**config.mk**
```make
export PLATFORM = sky130hd
export DESIGN_NAME = writeback_queue_flat
export DESIGN_NICKNAME = d
export VERILOG_FILES = /design/src/rtl/writeback_queue_pkg.sv /design/src/rtl/writeback_queue_if.sv /design/src/rtl/writeback_queue_wb_fifo_mem.sv /design/src/rtl/writeback_queue.sv /design/src/flat_wrapper.sv
export SDC_FILE = /design/constraint.sdc
export NUM_CORES = 1
export LEC_CHECK = 0
export CAP_MARGIN = 15
export CORE_MARGIN = 3
export CORE_UTILIZATION = 55
export CTS_BUF_LIST = sky130_fd_sc_hd__clkbuf_4 sky130_fd_sc_hd__clkbuf_8 sky130_fd_sc_hd__clkbuf_16
export DETAILED_ROUTE_END_ITERATION = 8
export PLACE_DENSITY = 0.78
export SYNTH_ARGS = -nofsm -noshare
export SYNTH_HDL_FRONTEND = slang
export SYNTH_SLANG_ARGS = --single-unit
```
**constraint.sdc**
```tcl
create_clock -name clk_in -period 3.6 [get_ports clk_in]
set_input_delay 0.54 -clock clk_in [delete_from_list [all_inputs] [get_ports clk_in]]
set_output_delay 0.54 -clock clk_in [all_outputs]
set_load 0.02 [all_outputs]
```
**src/rtl/writeback_queue_pkg.sv**
```systemverilog
// Shared definitions for the writeback queue: opcode encoding and the register-write decode.
package writeback_queue_pkg;

    localparam int WBQ_CTRL_W = 6;

    typedef enum logic [WBQ_CTRL_W-1:0] {
        OP_NOP    = 6'd0,
        OP_LW     = 6'd1,
        OP_LW_IMM = 6'd2,
        OP_SW     = 6'd3,
        OP_ADD    = 6'd4,
        OP_SUB    = 6'd5,
        OP_MUL    = 6'd6,
        OP_DIV    = 6'd7,
        OP_AND    = 6'd8,
        OP_OR     = 6'd9,
        OP_NOT    = 6'd10,
        OP_BEQ    = 6'd11,
        OP_JMP    = 6'd12
    } opcode_e;

    // Reused by any stage that must know whether an instruction commits a register write.
    function automatic logic is_wr(input logic [WBQ_CTRL_W-1:0] op,
                                   input logic addr_zero,
                                   input logic r0_writable);
        logic w;
        case (opcode_e'(op))
            OP_LW, OP_LW_IMM, OP_ADD, OP_SUB, OP_MUL,
            OP_DIV, OP_AND, OP_OR, OP_NOT: w = 1'b1;
            default:                       w = 1'b0;
        endcase
        return w & ~(addr_zero & ~r0_writable);
    endfunction

endpackage

```
**src/rtl/writeback_queue_if.sv**
```systemverilog
// Handshake, register-file write and forwarding-lookup signals of the writeback queue.
interface writeback_queue_if #(
    parameter int DATA_WIDTH     = 32,
    parameter int REG_ADDR_WIDTH = 4,
    parameter int CTRL_WIDTH     = 6,
    parameter int DEPTH          = 4
);
    localparam int CW = $clog2(DEPTH) + 1;

    logic                             in_valid;
    logic                             in_ready;
    logic        [CTRL_WIDTH-1:0]     ctrl_in;
    logic signed [DATA_WIDTH-1:0]     data;
    logic        [REG_ADDR_WIDTH-1:0] addr;
    logic                             rf_ready;
    logic                             en_out;
    logic signed [DATA_WIDTH-1:0]     data_out;
    logic        [REG_ADDR_WIDTH-1:0] addr_out;
    logic        [REG_ADDR_WIDTH-1:0] fwd_addr;
    logic                             fwd_hit;
    logic signed [DATA_WIDTH-1:0]     fwd_data;
    logic        [CW-1:0]             count;

    modport slave (
        input  in_valid, ctrl_in, data, addr, rf_ready, fwd_addr,
        output in_ready, en_out, data_out, addr_out, fwd_hit, fwd_data, count
    );

    modport master (
        output in_valid, ctrl_in, data, addr, rf_ready, fwd_addr,
        input  in_ready, en_out, data_out, addr_out, fwd_hit, fwd_data, count
    );

endinterface

```
**src/rtl/writeback_queue_wb_fifo_mem.sv**
```systemverilog
// Storage array with read/write pointers, occupancy count and newest-first forwarding scan.
module wb_fifo_mem #(
    parameter int  DATA_WIDTH     = 32,
    parameter int  REG_ADDR_WIDTH = 4,
    parameter int  DEPTH          = 4,
    localparam int PW             = $clog2(DEPTH),
    localparam int CW             = PW + 1
) (
    input  logic                             clk_i,
    input  logic                             rst_i,
    input  logic                             push_i,
    input  logic                             pop_i,
    input  logic signed [DATA_WIDTH-1:0]     wdata_i,
    input  logic        [REG_ADDR_WIDTH-1:0] waddr_i,
    output logic signed [DATA_WIDTH-1:0]     rdata_o,
    output logic        [REG_ADDR_WIDTH-1:0] raddr_o,
    output logic        [CW-1:0]             count_o,
    input  logic        [REG_ADDR_WIDTH-1:0] fwd_addr_i,
    output logic                             fwd_hit_o,
    output logic signed [DATA_WIDTH-1:0]     fwd_data_o
);

    logic signed [DATA_WIDTH-1:0]     data_q [DEPTH];
    logic        [REG_ADDR_WIDTH-1:0] addr_q [DEPTH];
    logic        [PW-1:0]             wr_ptr_q, wr_ptr_d;
    logic        [PW-1:0]             rd_ptr_q, rd_ptr_d;
    logic        [CW-1:0]             count_q, count_d;
    logic        [PW-1:0]             scan_idx;

    always_comb begin
        wr_ptr_d = push_i ? wr_ptr_q + 1'b1 : wr_ptr_q;
        rd_ptr_d = pop_i  ? rd_ptr_q + 1'b1 : rd_ptr_q;
        count_d  = count_q;
        case ({push_i, pop_i})
            2'b10:   count_d = count_q + 1'b1;
            2'b01:   count_d = count_q - 1'b1;
            default: count_d = count_q;
        endcase
    end

    always_ff @(posedge clk_i) begin
        if (rst_i) begin
            wr_ptr_q <= '0;
            rd_ptr_q <= '0;
            count_q  <= '0;
        end else begin
            wr_ptr_q <= wr_ptr_d;
            rd_ptr_q <= rd_ptr_d;
            count_q  <= count_d;
        end
    end

    // Entries are only ever read when occupied, so the array itself needs no reset.
    always_ff @(posedge clk_i) begin
        if (push_i) begin
            data_q[wr_ptr_q] <= wdata_i;
            addr_q[wr_ptr_q] <= waddr_i;
        end
    end

    assign rdata_o = data_q[rd_ptr_q];
    assign raddr_o = addr_q[rd_ptr_q];
    assign count_o = count_q;

    // Walk oldest to newest so a later (newer) match overrides an older one.
    always_comb begin
        fwd_hit_o  = 1'b0;
        fwd_data_o = '0;
        scan_idx   = '0;
        for (int i = 0; i < DEPTH; i++) begin
            scan_idx = rd_ptr_q + PW'(i);
            if ((CW'(i) < count_q) && (addr_q[scan_idx] == fwd_addr_i)) begin
                fwd_hit_o  = 1'b1;
                fwd_data_o = data_q[scan_idx];
            end
        end
    end

endmodule

```
**src/rtl/writeback_queue.sv**
```systemverilog
// Register-writeback stage: decodes writing opcodes, queues them and presents them to the register file.
module writeback_queue
    import writeback_queue_pkg::*;
#(
    parameter int DATA_WIDTH     = 32,
    parameter int REG_ADDR_WIDTH = 4,
    parameter int CTRL_WIDTH     = 6,
    parameter int DEPTH          = 4,
    parameter int R0_WRITABLE    = 0
) (
    input logic               clk_in,
    input logic               RST,
    writeback_queue_if.slave  bus
);

    localparam int CW = $clog2(DEPTH) + 1;

    logic        [CTRL_WIDTH-1:0]     ctrl;
    logic        [WBQ_CTRL_W-1:0]     op;
    logic                             wr_dec;
    logic                             push;
    logic                             pop;
    logic                             occupied;
    logic        [CW-1:0]             count_w;
    logic signed [DATA_WIDTH-1:0]     head_data;
    logic        [REG_ADDR_WIDTH-1:0] head_addr;
    logic signed [DATA_WIDTH-1:0]     last_data_q, last_data_d;
    logic        [REG_ADDR_WIDTH-1:0] last_addr_q, last_addr_d;

    assign ctrl   = bus.ctrl_in;
    assign op     = WBQ_CTRL_W'(ctrl);
    assign wr_dec = is_wr(op, (bus.addr == '0), (R0_WRITABLE != 0));

    assign occupied     = (count_w != '0);
    assign bus.in_ready = (count_w < CW'(DEPTH));
    assign push         = bus.in_valid & bus.in_ready & wr_dec;
    assign pop          = occupied & bus.rf_ready;

    wb_fifo_mem #(
        .DATA_WIDTH     (DATA_WIDTH),
        .REG_ADDR_WIDTH (REG_ADDR_WIDTH),
        .DEPTH          (DEPTH)
    ) u_fifo (
        .clk_i      (clk_in),
        .rst_i      (RST),
        .push_i     (push),
        .pop_i      (pop),
        .wdata_i    (bus.data),
        .waddr_i    (bus.addr),
        .rdata_o    (head_data),
        .raddr_o    (head_addr),
        .count_o    (count_w),
        .fwd_addr_i (bus.fwd_addr),
        .fwd_hit_o  (bus.fwd_hit),
        .fwd_data_o (bus.fwd_data)
    );

    // Once drained, the head outputs keep showing the entry that was last written back.
    always_comb begin
        last_data_d = last_data_q;
        last_addr_d = last_addr_q;
        if (pop) begin
            last_data_d = head_data;
            last_addr_d = head_addr;
        end
    end

    always_ff @(posedge clk_in) begin
        if (RST) begin
            last_data_q <= '0;
            last_addr_q <= '0;
        end else begin
            last_data_q <= last_data_d;
            last_addr_q <= last_addr_d;
        end
    end

    assign bus.en_out   = occupied;
    assign bus.data_out = occupied ? head_data : last_data_q;
    assign bus.addr_out = occupied ? head_addr : last_addr_q;
    assign bus.count    = count_w;

endmodule

```
**src/flat_wrapper.sv**
```systemverilog
// flat-port wrapper written by rule: the top's interface ports become plain ports
module writeback_queue_flat import writeback_queue_pkg::*;
#(
    parameter int DATA_WIDTH     = 32,
    parameter int REG_ADDR_WIDTH = 4,
    parameter int CTRL_WIDTH     = 6,
    parameter int DEPTH          = 4,
    parameter int R0_WRITABLE    = 0
)
  (clk_in, RST, bus_in_valid, bus_ctrl_in, bus_data, bus_addr, bus_rf_ready, bus_fwd_addr, bus_in_ready, bus_en_out, bus_data_out, bus_addr_out, bus_fwd_hit, bus_fwd_data, bus_count);
  writeback_queue_if #(.DATA_WIDTH(DATA_WIDTH), .REG_ADDR_WIDTH(REG_ADDR_WIDTH), .CTRL_WIDTH(CTRL_WIDTH), .DEPTH(DEPTH)) bus_i ();
  input logic clk_in;
  input logic RST;
  input wire logic [$bits(bus_i.in_valid)-1:0] bus_in_valid;
  input wire logic [$bits(bus_i.ctrl_in)-1:0] bus_ctrl_in;
  input wire logic [$bits(bus_i.data)-1:0] bus_data;
  input wire logic [$bits(bus_i.addr)-1:0] bus_addr;
  input wire logic [$bits(bus_i.rf_ready)-1:0] bus_rf_ready;
  input wire logic [$bits(bus_i.fwd_addr)-1:0] bus_fwd_addr;
  output wire logic [$bits(bus_i.in_ready)-1:0] bus_in_ready;
  output wire logic [$bits(bus_i.en_out)-1:0] bus_en_out;
  output wire logic [$bits(bus_i.data_out)-1:0] bus_data_out;
  output wire logic [$bits(bus_i.addr_out)-1:0] bus_addr_out;
  output wire logic [$bits(bus_i.fwd_hit)-1:0] bus_fwd_hit;
  output wire logic [$bits(bus_i.fwd_data)-1:0] bus_fwd_data;
  output wire logic [$bits(bus_i.count)-1:0] bus_count;
  assign bus_i.in_valid = bus_in_valid;
  assign bus_i.ctrl_in = bus_ctrl_in;
  assign bus_i.data = bus_data;
  assign bus_i.addr = bus_addr;
  assign bus_i.rf_ready = bus_rf_ready;
  assign bus_i.fwd_addr = bus_fwd_addr;
  assign bus_in_ready = bus_i.in_ready;
  assign bus_en_out = bus_i.en_out;
  assign bus_data_out = bus_i.data_out;
  assign bus_addr_out = bus_i.addr_out;
  assign bus_fwd_hit = bus_i.fwd_hit;
  assign bus_fwd_data = bus_i.fwd_data;
  assign bus_count = bus_i.count;
  writeback_queue #(.DATA_WIDTH(DATA_WIDTH), .REG_ADDR_WIDTH(REG_ADDR_WIDTH), .CTRL_WIDTH(CTRL_WIDTH), .DEPTH(DEPTH), .R0_WRITABLE(R0_WRITABLE)) u_core (.clk_in(clk_in), .RST(RST), .bus(bus_i));
endmodule
```
* Word-level counts from Yosys, hierarchy flattened
Memory sizes are Yosys's and may differ from the RTL's. A register that Yosys moved wholly into a read port is not among the register bits. Cells that the tools add are included.
Storage, ports and cells: memory bits (writable) 144, memory bits (read-only) 16, memories kept 3, flip-flop bits (word level) 43, latch bits 0, output and inout bits 74, word-level logic and storage cells 56, input port bits 50
Memory list:
- u_core.u_fifo.data_q | depth 4, bits a word 32, rd ports 4, clocked after memory_dff 1, wr ports 1, RTL line writeback_queue_wb_fifo_mem.sv:23 | logic signed [DATA_WIDTH-1:0] data_q [DEPTH];
- (name not given) | depth 16, bits a word 1, rd ports 1, clocked after memory_dff 0, wr ports 0, RTL line writeback_queue_pkg.sv:27 | case (opcode_e'(op))
- u_core.u_fifo.addr_q | depth 4, bits a word 4, rd ports 4, clocked after memory_dff 1, wr ports 1, RTL line writeback_queue_wb_fifo_mem.sv:24 | logic [REG_ADDR_WIDTH-1:0] addr_q [DEPTH];
Cells by class: reduce and logical (&&, ||, !) cells 8, divide/modulo/power cells 0, order comparisons 5, shifts and indexed selects 0, equal/unequal tests 6, bitwise operators 5, multipliers 0, mux-type cells 18, $add $sub $neg 6
Operator list (number):
- two-way mux 32 bit | 5
- equality test 4 bit | 4
- two-way mux 2 bit | 4
- two-way mux 1 bit | 7
- < comparator 1 x 3 -> 1 bit, first input constant | 2
- < comparator 2 x 3 -> 1 bit, first input constant | 2
- case mux 3 bit (2 select lines) | 1
- adder 2 x 1 -> 2 bit, second input constant | 2
- adder 2 bit, second input constant | 2
- AND 1 bit | 4
- logical AND 1 bit | 4
- zero test 4 bit | 1
- two-way mux 4 bit | 1
- adder 3 x 1 -> 3 bit, second input constant | 1
- < comparator 3 bit, second input constant | 1
- nonzero test 3 bit | 1
- subtractor 3 x 1 -> 3 bit, second input constant | 1
- equality test 2 x 1 -> 1 bit, second input constant | 1
- equality test 2 bit, second input constant | 1
- zero test 2 bit | 1
- nonzero test 2 bit | 1
- NOT 1 bit | 1

* Longest topological paths before layout
An unclocked memory read counts as a cell.
depth after elaboration 7, mapped depth 10

* Cells and area by module
A second synthesis with hierarchy kept.
Unflattened totals: cell total of the unflattened synthesis 891, area total of the unflattened synthesis 11781.3 µm²
Modules (own cells, without submodules):
- wb_fifo_mem | area each 9659.3 µm², instances 1, cells an instance 686
- writeback_queue | area each 2122.0 µm², instances 1, cells an instance 205

* Least setup slack after synthesis
Ideal clock, no wire load.
path type register to output, start reg u_core.u_fifo.rd_ptr_q[0], end out bus_fwd_data[10], cell stages (with the launch flop) 10, data arrival time 2.469 ns, data required time 3.060 ns, setup slack 0.591 ns, cells stage by stage dfxtp_1 buf_4 mux4_2 xnor2_1 nand3_1 or2_1 clkbuf_1 clkbuf_1 o221a_1 o22ai_1
Between the ends: longest elaborated chain between the ends 7, elaborated cells on any way between the ends 14, those cells by class add/sub: 3; eq/ne: 3; mux: 3; reduce/logical: 3; memory: 2
RTL lines:
- start: declaration | RTL line writeback_queue_wb_fifo_mem.sv:26 | logic [PW-1:0] rd_ptr_q, rd_ptr_d;
- start signal: assignment | RTL line writeback_queue_wb_fifo_mem.sv:48 | rd_ptr_q <= rd_ptr_d;
- adder 2 x 1 -> 2 bit | RTL line writeback_queue_wb_fifo_mem.sv:71 | scan_idx = rd_ptr_q + PW'(i);
- memory read (4 x 4 bit)
- equality test 4 bit | RTL line writeback_queue_wb_fifo_mem.sv:72 | if ((CW'(i) < count_q) && (addr_q[scan_idx] == fwd_addr_i)) begin
- logical AND 1 bit | RTL line writeback_queue_wb_fifo_mem.sv:72
- two-way mux 32 bit (2 in a row) | RTL line writeback_queue_wb_fifo_mem.sv:72
- two-way mux 32 bit * | RTL line writeback_queue_wb_fifo_mem.sv:72
- end: declaration | RTL line flat_wrapper.sv:25 | output wire logic [$bits(bus_i.fwd_data)-1:0] bus_fwd_data;
Mark *: on every way between the ends. The rest lies on a longest branch, timed or not.

==> summary.txt <==
Simple logic cell fraction of the synthesized area: 0.0596
Share of layout cells above drive strength 1: 0.300
CP max stage delay: 550 ps
Dpl hpwl: 16,400 um
Post-route cell area: 13,500 um2
Worst setup margin: 16.7 ps
Worst-path clk slew: 70 ps
Main combinational cell family by area after synthesis: multiplexers
Gr usage total: 0.252
Chip Height: 147 um
Clk sinks: 189
# diodes: 0
DRT iter0 DRCs: 670
Initial antenna violation count: 0
Worst Skew: 4.09 ps
First-pass iteration count of the detailed router: 7
Antenna Nets Post-Route: 0
CP Launch Type: register
Ports: 124
Gr ovfl total: 0
Endpoints failing hold: 0
Clk_lat worst skew: 430 ps
Synth Area in XOR/XNOR: 0.0169
Post-synthesis compound-gate area fraction: 0.121
Setup_tns: 0 ps
Area Growth Syn to Fin: 24.1%
PD cells: 674 nW/um2
RD Place Congestion: 0.830
CTS Buf Count: 17
Slew Viols, Final: 0
CP Class: register to output port
Largest net degree at the start of global routing: 162
Ys Warns: 0
Mapped Area: 10,900 um2
Critical path's top delay family: compound AO/OA/AOI/OAI gates
Vias in the first global route: 7,934
Seq cells post-synth: 189
Final Power: 9.11 mW
H-Tree Depth: 4
Distinct cells, synth: 33
Count of hold-fix buffers inserted at cts: 0
Worst hold path class: register to register
WL per Instance: 21.4 um
Unrepaired setup endpoints after global routing: true
Critical path required time: 3060 ps
Area post-placement: 12,600 um2
Peak supply drop: 477 uV
Via count: 8,000
Status: completed
Pre-CTS setup slack: -131 ps
Clk root buf: clkbuf_16
Crit path cell chain: mux4_2 > xor2_1 > a2111oi_4 > o211ai_4 > buf_12 > o221a_1 > o22ai_2 > buf_6
Total wire length: 27,200 um
Total of max-cap violations: 0
CTS tree: yes
Finish-stage setup viols: 0
Initial Utilization: 0.571
First-pass GRT wire length: 42,900 um
Final Cycle Share: 0.995
Buf+Inv Stages, Crit Path: 2
Vias/cell: 6.31
Row cnt: 50
Die area: 21,500 um2
Remaining DRCs: 0
# port buffers: 123
Cells after Synth: 887
Register area share after synthesis: 0.480
Non-Filler Instances: 1,268
Adder-Cell Fraction of Synth Area: 0.0115
Leak pwr: 4.54 nW
Slew at the pin closest to its max-slew limit: 1020 ps
Multiplexer share of the synthesized area: 0.267
Max clock buf depth: 2
Worst path slowest cell: mux4_2
Peak Freq: 279 MHz
Worst Path Max Fanout: 9
Die W: 147 um
Critical path arrival: 3040 ps
Placed cell count: 1,232
Endpoint type of the worst setup path: output port
Post-Syn Nets: 947
Worst slew margin: 0.321
Synthesized area per cell: 12.3 um2
# nets final: 1,055
Tmin final: 3580 ps
Core area: 19,100 um2
-- state kept, by name, indices dropped and copies added (netlist names), named ones only --
register and cells:
u_core.last_addr_q 4, u_core.last_data_q 32, u_core.u_fifo.addr_q 16, u_core.u_fifo.rd_ptr_q 2, u_core.u_fifo.wr_ptr_q 2, u_core.u_fifo.count_o 3
u_core.u_fifo.data_q 128
-- power breakdown --
part           internal [mW]  switching (mW)  total (mW)
Combinational           2.10            2.21        4.31
Sequential              2.49           0.123        2.61
Clock                   1.38           0.802        2.19
-- path summary, 6_finish.rpt --
check                                   from                       end  slack [ps]  depth (start not counted)
setup / recovery  u_core.u_fifo.addr_q[3][1]           bus_fwd_data[1]          20                          8
hold / removal        u_core.last_data_q[19]    u_core.last_data_q[19]         450                          2
hold reg to reg       u_core.last_data_q[19]    u_core.last_data_q[19]         450                          2
setup reg to reg    u_core.u_fifo.count_o[0]  u_core.u_fifo.count_o[2]        1080                          9
-- cells by family (layout without fill, tap and decap cells) --
family | after synthesis | in the layout
buffers and inverters | 115 | 236
XOR/XNOR | 21 | 21
AO/OA/AOI/OAI | 205 | 205
flip-flops | 189 | 189
AND/OR/NAND/NOR | 165 | 165
multiplexers | 182 | 182
adder cells (fa/ha/maj) | 10 | 10
-- final cells by class --
class / instances / area, um2
fill: 1305 / 5570
multi-input combinational: 583 / 5410
sequential: 189 / 5240
timing repair buffer: 165 / 1700
clock buffer: 18 / 433
tap: 260 / 325
clock inverter: 14 / 264
inverter: 39 / 146
-- through the flow --
step / utilization / hold slack, ps
floorplan: - / 434
global placement: 0.659 / 439
detailed placement: 0.659 / 446
CTS: 0.692 / 456
global route: 0.708 / 472
finish: 0.708 / 451
-- layer usage --
metal / track usage / vias to the layer above / part of all wire
li1: - / 3603 / -
met1: 0.332 / 4022 / 0.38
met2: 0.422 / 345 / 0.52
met3: 0.0561 / 30 / 0.080
met4: 0.0762 / 0 / 0.015
met5: 0 / - / 0
-- layout by cell type, fill, tap and decap left out, types with 2 or more instances in the layout --
cell	synthesis	final
clkinvlp_4	0	3
nand2_1	109	108
a21oi_1	70	70
clkdlybuf4s50_1	0	89
o21ai_0	67	67
o22ai_2	2	29
xor2_1	11	10
dfxtp_4	0	3
o221a_1	30	29
clkbuf_16	0	17
buf_6	4	26
o221a_2	2	2
ha_1	10	10
dfxtp_1	45	41
edfxtp_1	144	144
bufinv_16	0	7
o22ai_1	30	2
nand3_2	0	2
nand4_1	2	2
nor2_1	42	42
buf_4	1	34
buf_2	11	3
and2_2	0	4
inv_1	39	39
xnor2_1	10	10
nor3_1	2	2
mux2i_1	34	34
mux4_2	80	80
buf_12	0	12
inv_6	0	2
mux2_2	68	68
-- synthesized netlist by cell type, drive strengths merged --
| cell | count | area (um2) |
|---|---|---|
| nor3 | 2 | 10.0 |
| o22ai | 32 | 213 |
| dfxtp | 45 | 901 |
| ha | 10 | 125 |
| o221a | 32 | 360 |
| nand4 | 2 | 12.5 |
| o31ai | 1 | 7.51 |
| a211oi | 1 | 7.51 |
| or2 | 1 | 6.26 |
| inv | 39 | 146 |
| edfxtp | 144 | 4320 |
| and2 | 4 | 25.0 |
| xnor2 | 10 | 87.6 |
| or4 | 1 | 7.51 |
| buf | 26 | 145 |
| mux4 | 80 | 1800 |
| clkbuf | 50 | 188 |
| o211ai | 1 | 21.3 |
| nand2 | 109 | 409 |
| nand3 | 3 | 15.0 |
| mux2i | 34 | 340 |
| nor2 | 42 | 158 |
| mux2 | 68 | 766 |
| a21oi | 70 | 350 |
| xor2 | 11 | 96.3 |
| o21ai | 67 | 335 |
| a2111oi | 1 | 27.5 |
| or3 | 1 | 6.26 |
-- timing repair --
action                                  CTS  global route
endpoints found under the setup margin   63            33
setup buffers                             3             1
resized for setup                       139            78
pin swaps                                 2            17
-- tightest hold or removal path: stages (launching register included) --
cell,delay [ps]
dfxtp_1,310
nand2_1,50
a21oi_1,50
Power figures use the tool's default switching activity.
